## src/rtl/xor_arbiter_pkg.sv

```systemverilog
// ---------------------------------------------------------------------------
// xor_arbiter_pkg : shared state encodings, operand width and LAT limits
// Rev 1.0
// ---------------------------------------------------------------------------
`default_nettype none

package xor_arbiter_pkg;

   localparam int C_OP_W    = 4;
   localparam int C_LAT_MIN = 1;
   localparam int C_LAT_MAX = 15;
   localparam int C_CNT_W   = 4;
   localparam int C_OPC_W   = 8;

   typedef logic [C_OP_W-1:0] operand_t;

   typedef enum logic [1:0] {
      ST_IDLE = 2'd0,
      ST_BUSY = 2'd1,
      ST_DONE = 2'd2
   } state_t;

endpackage

`default_nettype wire

```

## src/rtl/xor_arbiter_if.sv

```systemverilog
// ---------------------------------------------------------------------------
// xor_arbiter_if : request/grant/done bundle between requesters and arbiter
// Rev 1.0
// ---------------------------------------------------------------------------
`default_nettype none

interface xor_arbiter_if;
   import xor_arbiter_pkg::*;

   logic                 req0;
   logic                 req1;
   operand_t             a0;
   operand_t             b0;
   operand_t             a1;
   operand_t             b1;
   logic                 gnt0;
   logic                 gnt1;
   logic                 done0;
   logic                 done1;
   operand_t             z_out;
   logic                 done_id;
   logic                 busy;
   logic [C_OPC_W-1:0]   op_count;

   modport master (
      output req0, req1, a0, b0, a1, b1,
      input  gnt0, gnt1, done0, done1, z_out, done_id, busy, op_count
   );

   modport slave (
      input  req0, req1, a0, b0, a1, b1,
      output gnt0, gnt1, done0, done1, z_out, done_id, busy, op_count
   );

endinterface

`default_nettype wire

```

## src/rtl/ModuloXor.sv

```systemverilog
// ---------------------------------------------------------------------------
// ModuloXor : bitwise modulo-2 sum of two operands
// Rev 1.0
// ---------------------------------------------------------------------------
`default_nettype none

module ModuloXor
   import xor_arbiter_pkg::*;
(
   input  operand_t a,
   input  operand_t b,
   output operand_t z
);

   assign z = a ^ b;

endmodule

`default_nettype wire

```

## src/rtl/xor_arbiter.sv

```systemverilog
// ---------------------------------------------------------------------------
// xor_arbiter : round-robin sharing of one ModuloXor between two requesters
// Rev 1.0
// ---------------------------------------------------------------------------
`default_nettype none

module xor_arbiter
   import xor_arbiter_pkg::*;
#(
   parameter int LAT = 1
)
(
   input  logic         clk,
   input  logic         rst,
   xor_arbiter_if.slave bus
);

   localparam logic [C_CNT_W-1:0] C_CNT_LOAD = C_CNT_W'(LAT - 1);

   state_t               state_q,    state_d;
   logic [C_CNT_W-1:0]   cnt_q,      cnt_d;
   operand_t             op_a_q,     op_a_d;
   operand_t             op_b_q,     op_b_d;
   logic                 sel_q,      sel_d;
   logic                 last_gnt_q, last_gnt_d;
   operand_t             z_out_q,    z_out_d;
   logic                 done_id_q,  done_id_d;
   logic [C_OPC_W-1:0]   op_count_q, op_count_d;

   logic                 w_winner;
   operand_t             w_xor_z;

   // The shared unit only ever sees the latched operands.
   ModuloXor u_modulo_xor (
      .a (op_a_q),
      .b (op_b_q),
      .z (w_xor_z)
   );

   // On a tie the side that did not win last time takes the grant.
   assign w_winner = (bus.req0 && bus.req1) ? ~last_gnt_q : bus.req1;

   always_comb begin
      state_d    = state_q;
      cnt_d      = cnt_q;
      op_a_d     = op_a_q;
      op_b_d     = op_b_q;
      sel_d      = sel_q;
      last_gnt_d = last_gnt_q;
      z_out_d    = z_out_q;
      done_id_d  = done_id_q;
      op_count_d = op_count_q;

      case (state_q)
         ST_IDLE: begin
            if (bus.req0 || bus.req1) begin
               state_d    = ST_BUSY;
               op_a_d     = w_winner ? bus.a1 : bus.a0;
               op_b_d     = w_winner ? bus.b1 : bus.b0;
               sel_d      = w_winner;
               last_gnt_d = w_winner;
               cnt_d      = C_CNT_LOAD;
            end
         end
         ST_BUSY: begin
            if (cnt_q == '0) begin
               state_d    = ST_DONE;
               z_out_d    = w_xor_z;
               done_id_d  = sel_q;
               op_count_d = op_count_q + 8'd1;
            end else begin
               cnt_d = cnt_q - 4'd1;
            end
         end
         ST_DONE: begin
            state_d = ST_IDLE;
         end
         default: begin
            state_d = ST_IDLE;
         end
      endcase
   end

   always_ff @(posedge clk) begin
      if (rst) begin
         state_q    <= ST_IDLE;
         cnt_q      <= '0;
         op_a_q     <= '0;
         op_b_q     <= '0;
         sel_q      <= 1'b0;
         last_gnt_q <= 1'b1;
         z_out_q    <= '0;
         done_id_q  <= 1'b0;
         op_count_q <= '0;
      end else begin
         state_q    <= state_d;
         cnt_q      <= cnt_d;
         op_a_q     <= op_a_d;
         op_b_q     <= op_b_d;
         sel_q      <= sel_d;
         last_gnt_q <= last_gnt_d;
         z_out_q    <= z_out_d;
         done_id_q  <= done_id_d;
         op_count_q <= op_count_d;
      end
   end

   assign bus.gnt0     = (state_q == ST_BUSY) && !sel_q;
   assign bus.gnt1     = (state_q == ST_BUSY) &&  sel_q;
   assign bus.done0    = (state_q == ST_DONE) && !done_id_q;
   assign bus.done1    = (state_q == ST_DONE) &&  done_id_q;
   assign bus.busy     = (state_q != ST_IDLE);
   assign bus.z_out    = z_out_q;
   assign bus.done_id  = done_id_q;
   assign bus.op_count = op_count_q;

endmodule

`default_nettype wire

```

## src/flat_wrapper.sv

```systemverilog
// flat-port wrapper written by rule: the top's interface ports become plain ports
module xor_arbiter_flat import xor_arbiter_pkg::*;
#(
   parameter int LAT = 1
)
  (clk, rst, bus_req0, bus_req1, bus_a0, bus_b0, bus_a1, bus_b1, bus_gnt0, bus_gnt1, bus_done0, bus_done1, bus_z_out, bus_done_id, bus_busy, bus_op_count);
  xor_arbiter_if bus_i ();
  input  logic clk;
  input  logic rst;
  input wire logic [$bits(bus_i.req0)-1:0] bus_req0;
  input wire logic [$bits(bus_i.req1)-1:0] bus_req1;
  input wire logic [$bits(bus_i.a0)-1:0] bus_a0;
  input wire logic [$bits(bus_i.b0)-1:0] bus_b0;
  input wire logic [$bits(bus_i.a1)-1:0] bus_a1;
  input wire logic [$bits(bus_i.b1)-1:0] bus_b1;
  output wire logic [$bits(bus_i.gnt0)-1:0] bus_gnt0;
  output wire logic [$bits(bus_i.gnt1)-1:0] bus_gnt1;
  output wire logic [$bits(bus_i.done0)-1:0] bus_done0;
  output wire logic [$bits(bus_i.done1)-1:0] bus_done1;
  output wire logic [$bits(bus_i.z_out)-1:0] bus_z_out;
  output wire logic [$bits(bus_i.done_id)-1:0] bus_done_id;
  output wire logic [$bits(bus_i.busy)-1:0] bus_busy;
  output wire logic [$bits(bus_i.op_count)-1:0] bus_op_count;
  assign bus_i.req0 = bus_req0;
  assign bus_i.req1 = bus_req1;
  assign bus_i.a0 = bus_a0;
  assign bus_i.b0 = bus_b0;
  assign bus_i.a1 = bus_a1;
  assign bus_i.b1 = bus_b1;
  assign bus_gnt0 = bus_i.gnt0;
  assign bus_gnt1 = bus_i.gnt1;
  assign bus_done0 = bus_i.done0;
  assign bus_done1 = bus_i.done1;
  assign bus_z_out = bus_i.z_out;
  assign bus_done_id = bus_i.done_id;
  assign bus_busy = bus_i.busy;
  assign bus_op_count = bus_i.op_count;
  xor_arbiter #(.LAT(LAT)) u_core (.clk(clk), .rst(rst), .bus(bus_i));
endmodule
```

## config.mk

```make
export PLATFORM = sky130hd
export DESIGN_NAME = xor_arbiter_flat
export DESIGN_NICKNAME = d
export VERILOG_FILES = /design/src/rtl/xor_arbiter_pkg.sv /design/src/rtl/xor_arbiter_if.sv /design/src/rtl/ModuloXor.sv /design/src/rtl/xor_arbiter.sv /design/src/flat_wrapper.sv
export SDC_FILE = /design/constraint.sdc
export NUM_CORES = 1
export LEC_CHECK = 0
export CAP_MARGIN = 20
export CORE_MARGIN = 4
export CORE_UTILIZATION = 46
export CTS_CLUSTER_DIAMETER = 40
export DETAILED_ROUTE_END_ITERATION = 12
export GPL_TIMING_DRIVEN = 1
export PLACE_DENSITY = 0.86
export SLEW_MARGIN = 40
export SYNTH_ARGS = -nofsm -noshare
export SYNTH_HDL_FRONTEND = slang
export SYNTH_SLANG_ARGS = --single-unit
```

## constraint.sdc

```tcl
create_clock -name clk -period 2.05 [get_ports clk]
set_clock_uncertainty 0.05 [all_clocks]
set_input_delay 0.3075 -clock clk [delete_from_list [all_inputs] [get_ports clk]]
set_output_delay 0.3075 -clock clk [all_outputs]
set_load 0.02 [all_outputs]
```

==> impl_summary.md, run 1 <==
Outcome
The flow ran to the end, and the final reports show no timing, DRC or antenna violations.

Setup path
Among all stages on the critical path, the largest delay is contributed by sky130_fd_sc_hd__clkdlybuf4s50_1. Grouping stages by cell kind, the critical path spends the most delay in buffers and inverters. The worst path arrival time is 1.58 ns. The signal on the critical path passes through nor3b_1, clkdlybuf4s50_1. The peak fanout along the critical path is 6. The worst setup path is launched from a flip-flop.

The number of buffers and inverters on the critical path is 1. In this run the register-to-register setup slack is 0.31 ns. The path type of the worst setup path is flip-flop to output pin. The required time of the worst setup path is 1.69 ns.

For this run, the slowest stage of the critical path takes 0.63 ns. The capturing element type of the critical path is an output pin.

Synth
The combined area of all synthesized cells is 1420 um^2. Yosys attributes the largest share of cell area to sky130_fd_sc_hd__dfxtp_1 (41%), sky130_fd_sc_hd__a21oi_1 (7.8%), sky130_fd_sc_hd__a211oi_1 (6.4%). The portion of synthesized cell area occupied by the leading cell type is 0.410. The mean cell area of the mapped netlist is 8.91 um^2. By count the netlist is led by sky130_fd_sc_hd__dfxtp_1 (29), sky130_fd_sc_hd__a21oi_1 (22), sky130_fd_sc_hd__a211oi_1 (12), sky130_fd_sc_hd__nor2_1 (9), sky130_fd_sc_hd__mux2i_1 (8). The largest total area in the synthesized netlist belongs to sky130_fd_sc_hd__dfxtp_1. The dominant synthesized flop cell is sky130_fd_sc_hd__dfxtp_1. The number of flops mapped to enable cells by yosys is 0. Counting distinct cell types in the post-synthesis netlist gives 38. The synthesized net count is 182. In the synthesized netlist the async set-or-reset flop fraction comes to 0. The synthesized flop and latch total is 29. Of the synthesized area, sequential elements account for 0.410. After technology mapping, the gate count stands at 159. During synthesis, Yosys emitted a total of 0 warnings. In the post-synthesis netlist, the cell with the most instances is sky130_fd_sc_hd__dfxtp_1.

Timing
The worst hold slack after final layout is 0.445 ns. In the finished design, the share of the clock period the worst path needs comes to 0.945. The number of hold violations in the final report is 0. The number of pins with negative max-slew slack in the final report is 0.

Setup repair after global routing left no endpoint under its margin. Adding up every negative setup slack in the final design gives 0 ns. The actual transition at the worst max-transition pin is 0.489 ns. Timing would allow up to 516 MHz. The worst slew slack as a fraction of its limit is 0.672. Setup violations remaining at the end of the flow were counted as 0. After layout, the minimum clock period comes to 1.94 ns.

Die
In this run the count of I/O pins placed on the die edge is 38. The floorplan die height is 63.5 um. The starting utilization of the core area is 0.496.

The area of the core is 2850 um^2. The number of placement rows is 19. The area of the die is 4030 um^2.

From left edge to right edge, the die measures 63.5 um.

Placed design
The HPWL reported at the end of detailed placement is 2500 um. Routability-driven placement finished with a final weighted congestion of 0.794. Port buffering added 37 buffers.

Detailed routing
The wire length reported by the detailed router is 3270 um. The first routing iteration left 78 violations. For this run, design rule violations remaining after detail routing come to 0. The ratio of routed vias to standard cells is 5.76. The number of antenna-violating nets in the routed design is 0. The average detailed-routed wire length per instance is 14.2 um. The number of optimization iterations in the first detailed-route pass is 4. The number of vias after detailed routing is 1330.

Finish
The fraction of the core area covered by cells at the end of the flow is 0.666. The share of post-route cells with drive strength above 1 is 0.100. The layout has 259 filler cells.

For this run, the post-layout net count is 223. From synthesis to final layout, the design area changed by 34.2%. The repair_antennas step left the layout with diodes totalling 0.

Clocking
The clock reaches the later pin of the worst-skew pair after 0.32 ns. The number of setup buffers added after CTS is 0. The H-tree generated during clock tree synthesis spans 2 levels. The cell sitting at the root of the clock tree is a sky130_fd_sc_hd__clkbuf_4. The number of gates resized after CTS is 1.

The clock passes through at most 2 buffers. After clock tree synthesis, the clock-pin slew on the worst setup and hold paths is 0.08 ns. The number of buffers created by CTS is 5. CTS saw 29 sinks. The cts-stage hold buffer count is 0.

The TritonCTS clock tree is done.

Flow run
The tool flagged a number of max-cap violations equal to 0.

Global routing
The number of global-route vias before repair came to 1239. The number of antenna violations at the first check in global routing was 0. In the global route stage, overall resource usage came out at 0.178. The wire length of the first global-routing pass is 5720 um. The global route total overflow is 0. Entering global routing, the biggest net connects 17 pins.

Pwr
The largest vdd supply drop is 0.458 mV. The power density over the cells is 654 nW/um^2. The leakage power figure is 0.725 nW.

Hold path
In this run the worst hold path is classified as flip-flop to flip-flop.
routing by layer:
layer,vias to the layer above,track usage,wire [um]
met5,-,0,0
met4,0,0.0755,11
met3,2,0.0639,224
met2,47,0.300,1710
met1,608,0.201,1330
li1,673,-,-
metrics by stage:
| stage | power (mW) | setup WS (ns) | cells | cell area (um^2) |
|---|---|---|---|---|
| 2_1_floorplan | 0.794 | 0.458 | 159 | 1420 |
| 3_3_place_gp | 0.901 | 0.364 | 224 | 1840 |
| 3_5_place_dp | 0.912 | 0.226 | 224 | 1840 |
| 4_1_cts | 1.26 | 0.0192 | 231 | 1890 |
| 5_1_grt | 1.32 | 0.0443 | 231 | 1900 |
| 6_report | 1.24 | 0.114 | 231 | 1900 |
power by group:
group	internal [mW]	total (mW)	leakage [nW]	switching [mW]
Clock	0.162	0.346	0.0314	0.185
Sequential	0.603	0.633	0.238	0.0305
Combinational	0.134	0.264	0.456	0.130
sequential cells by signal, indices dropped and copies added, names as in the netlist:
| signal | flops |
|---|---|
| u_core.bus.op_count | 8 |
| u_core.bus.z_out | 4 |
| u_core.cnt_q | 4 |
| u_core.op_a_q | 4 |
| u_core.op_b_q | 4 |
| u_core.state_q | 2 |
| u_core.bus.done_id | 1 |
| u_core.last_gnt_q | 1 |
| u_core.sel_q | 1 |
worst min-delay path, stage by stage (launching register included):
cell and delay [ns]:
sky130_fd_sc_hd__dfxtp_1 0.33, sky130_fd_sc_hd__nand3_1 0.07, sky130_fd_sc_hd__a21oi_1 0.05
worst paths after layout:
check / to / cells past startpoint / startpoint
worst min-delay path: u_core.bus.done_id / 2 / u_core.sel_q
worst min register to register: u_core.bus.done_id / 2 / u_core.sel_q
worst max-delay path: bus_done0 / 2 / u_core.state_q[1]
worst max register to register: u_core.bus.op_count[0] / 5 / u_core.cnt_q[0]
final cells by class:
cell class                 instances  area, um^2  share of cell area
multi-input combinational        115         776               0.408
sequential                        29         582               0.306
timing repair buffer              44         430               0.226
clock buffer                       7        55.1              0.0290
tap                               31        38.8              0.0204
inverter                           5        18.8             0.00987
cells by family (layout without fill, tap and decap cells):
group,count (synthesis),after routing,share of synthesized area
compound gates,49,49,0.219
simple gates,48,48,0.197
flops,29,29,0.410
buf+inv,15,56,0.0424
mux,11,11,0.0804
xor+xnor,4,4,0.0247
fa+ha+maj,3,3,0.0265
cells in the final DEF (no fill, tap or decap), types with 5 or more instances in the layout:
master and instances:
sky130_fd_sc_hd__a211oi_1 12, sky130_fd_sc_hd__a21oi_1 22, sky130_fd_sc_hd__buf_4 7, sky130_fd_sc_hd__clkbuf_4 5
sky130_fd_sc_hd__clkdlybuf4s50_1 34, sky130_fd_sc_hd__dfxtp_1 28, sky130_fd_sc_hd__inv_1 5, sky130_fd_sc_hd__mux2i_1 8
sky130_fd_sc_hd__nand2_1 6, sky130_fd_sc_hd__nor2_1 9, sky130_fd_sc_hd__nor2b_1 5
(Power assumes the default switching activity.)
==> run 2, diff against run 1 <==
Settings changed: CORE_MARGIN 4 to 5, MAX_ROUTING_LAYER set to met4.
==> run 2 against run 1 <==
Against the previous run:
- critical path depth stayed put
- sequential power hardly changed
- critical path type unchanged
- utilization is 3.0 points lower
- count of clock-buffer cells in the layout stayed put
- combinational power hardly changed
- highest routed layer unchanged
- cell area is 0.59% higher
- routed wire length is 7.4% higher
- global-route usage is 0.59 points higher
- total power is 5.1% higher
- clock power is 16% higher
- non-clock buffer count stayed put
- final cell count is 1.3% higher
==> impl_summary.md, run 2 (synthesis results as in run 1) <==
Outcome
The run finished with clean final reports.

Clocking
In this run the clock root is driven by a sky130_fd_sc_hd__clkbuf_4. The TritonCTS sink count is 29. Hold repair after CTS inserted 0 buffers. The clock insertion delay at the later pin of the skew report is 0.33 ns. Clock tree synthesis inserted a total of 5 buffers. The number of gates resized after CTS is 2.

Counting along the longest clock path gives a buffer depth of 2. The TritonCTS clock tree is done. The number of post-CTS setup repair buffers is 0.

The number of H-tree branching levels is 2. The clock-pin slew on the worst setup and hold paths is 0.09 ns.

Setup path
For flop-to-flop paths, the worst setup slack is 0.20 ns. The peak fanout along the critical path is 6. The worst path arrival time is 1.59 ns.

The worst register-to-register path has a depth of 5. The endpoint of the lowest-slack register-to-register path is u_core.bus.op_count[7]. The required time of the worst setup path is 1.69 ns. The delay of the slowest critical-path stage is 0.63 ns.

STA classifies the critical path startpoint as a flip-flop. The slowest stage cell on the critical path is sky130_fd_sc_hd__clkdlybuf4s50_1. The path type of the worst setup path is flip-flop to output pin. The worst setup path is captured at an output pin. Traced cell by cell, the critical path runs through nor3b_1, clkdlybuf4s50_1. The startpoint identified for the worst register-to-register timing path is u_core.cnt_q[0].

Pwr
The leakage power figure is 0.706 nW. The reported net switching power is 0.371 mW. The sequential cell fraction of total power is 0.487. Cell internal power was estimated by the tool at 0.936 mW. The largest vdd supply drop is 0.457 mV. The power share of the clock group is 0.309. The relative contribution of combinational cells to total power is 0.204. The switching share of power is 0.284. The power density over the cells is 684 nW/um^2.

The design draws 1.31 mW.

Detailed routing
The routed layout has 1402 vias. After detailed routing, the total wire length is 3520 um. Dividing the detail-routed wire length by the instance count gives 15.0 um.

The number of design rule violations left after detail routing is 0. The first TritonRoute pass finished after 4 iterations. The first routing iteration left 65 violations. Using the TritonRoute via totals, the vias-per-cell ratio works out to 5.99.

Once detail routing completed, the nets flagged for antenna violations numbered 0.

Timing
Setup total negative slack on the finished layout was measured at 0 ns. The number of hold violations in the final report came to 0. The worst pin sits at a relative slew slack of 0.659. The number of pins with negative max-slew slack in the final report came to 0. The final period demand of the worst path is 1.95 ns. The share of the clock period used by the worst path after layout is 0.949. The slack of the critical path is 0.104 ns. The maximum frequency from static timing analysis is 514 MHz.

Final hold analysis gives a worst-case slack of 0.462 ns. Setup repair after global routing left no endpoint under its margin. The setup violation total in the final timing report is 0. The actual transition at the worst max-transition pin is 0.509 ns.

Finish
The number of nets in the layout is 223. The number of antenna diodes in the final layout is 0. Of the cells placed in the final design, the portion with a size suffix greater than 1 is 0.109. The area growth from synthesis to final layout is 35.0%. The most common cell after layout, fill and taps aside is sky130_fd_sc_hd__clkdlybuf4s50_1.

The fraction of the core area covered by cells at the end of the flow is 0.637. In the layout the commonest cells are sky130_fd_sc_hd__clkdlybuf4s50_1 (35), sky130_fd_sc_hd__dfxtp_1 (28), sky130_fd_sc_hd__a21oi_1 (22). The register with the most flip-flops in the layout has 8 of them.

Placed design
The worst setup slack before clock tree synthesis is 0.245 ns. After legalization and detailed placement, the total HPWL measured 2550 um. Routability-driven placement finished with a final weighted congestion of 0.833. The count of buffers added on input and output ports is 37.

Die
The area of the die is 4290 um^2. The core region is 3000 um^2. The top-level I/O count is 38. Measured along the x axis, the die boundary spans 65.5 um. The starting utilization of the core area is 0.472.

The floorplan has 20 rows. In this run the vertical extent of the chip is 65.5 um.

Global routing
The pin count of the biggest net entering global routing is 16. The number of antenna violations at the first check in global routing is 0. In the global route stage, met3 resource usage came out at 0.0632.

The total global-route track usage is 0.184. The global route total overflow is 0. The busiest layer in global routing is met2. The routing usage on met2 is 0.315. The number of global-route vias before repair is 1367. The first global-routing pass estimated 6000 um of wire. In the global route stage, met1 resource usage came out at 0.200.

Hold path
The beginning of the worst hold path is u_core.cnt_q[1]. The min-delay analysis places its worst path in the category flip-flop to flip-flop. The hold-critical path endpoint is u_core.cnt_q[1]. Counting instances, the worst hold path has a depth of 2.

Flow run
The total of max-cap violations is 0.
==> run 2: how the worst max path moves through the flow <==
stage	slack, ns	from	end	cells after the start
after floorplan	0.46	u_core.cnt_q[0]	u_core.bus.op_count[0]	6
after global placement	0.36	bus_req1	u_core.op_a_q[3]	4
after detailed placement	0.24	bus_req1	u_core.op_b_q[1]	4
after CTS	0.004	u_core.state_q[1]	bus_busy	3
after global routing	0.01	u_core.state_q[1]	bus_done0	2
final	0.10	u_core.state_q[1]	bus_done0	2
==> run 2: worst max-delay path: cells and delay by family, from the launching register on <==
kind                   cells  cell delay, ns
buffers and inverters      1            0.63
DFF                        1            0.43
and+or+nand+nor            1            0.21
==> run 2: final cells by class <==
type	instances	area (um^2)
fillers	253	1090
multi-input cells	115	776
flip-flops and latches	29	582
repair buffers	44	424
clock buffers	7	65.1
well taps	33	41.3
inverters	5	18.8
clock inverters	1	5.00
==> run 2: through the flow <==
step	cells	cell area, um^2
final	234	1910
after global routing	234	1910
after CTS	234	1910
after detailed placement	226	1840
after global placement	226	1840
after floorplan	159	1420
==> run 2: power by group through the flow <==
stage	clock [mW]	combinational [mW]	sequential, mW
after floorplan	0	0.140	0.654
after global placement	0	0.259	0.645
after detailed placement	0	0.267	0.647
after CTS	0.408	0.268	0.635
after global routing	0.434	0.289	0.641
final	0.403	0.267	0.636
==> run 2: metal layers <==
layer / vias up / part of all wire / routed length [um]
li1: 671 / - / -
met4: 0 / 0.010 / 36
met5: - / 0 / 0
met2: 46 / 0.52 / 1810
met1: 679 / 0.42 / 1490
met3: 6 / 0.050 / 175
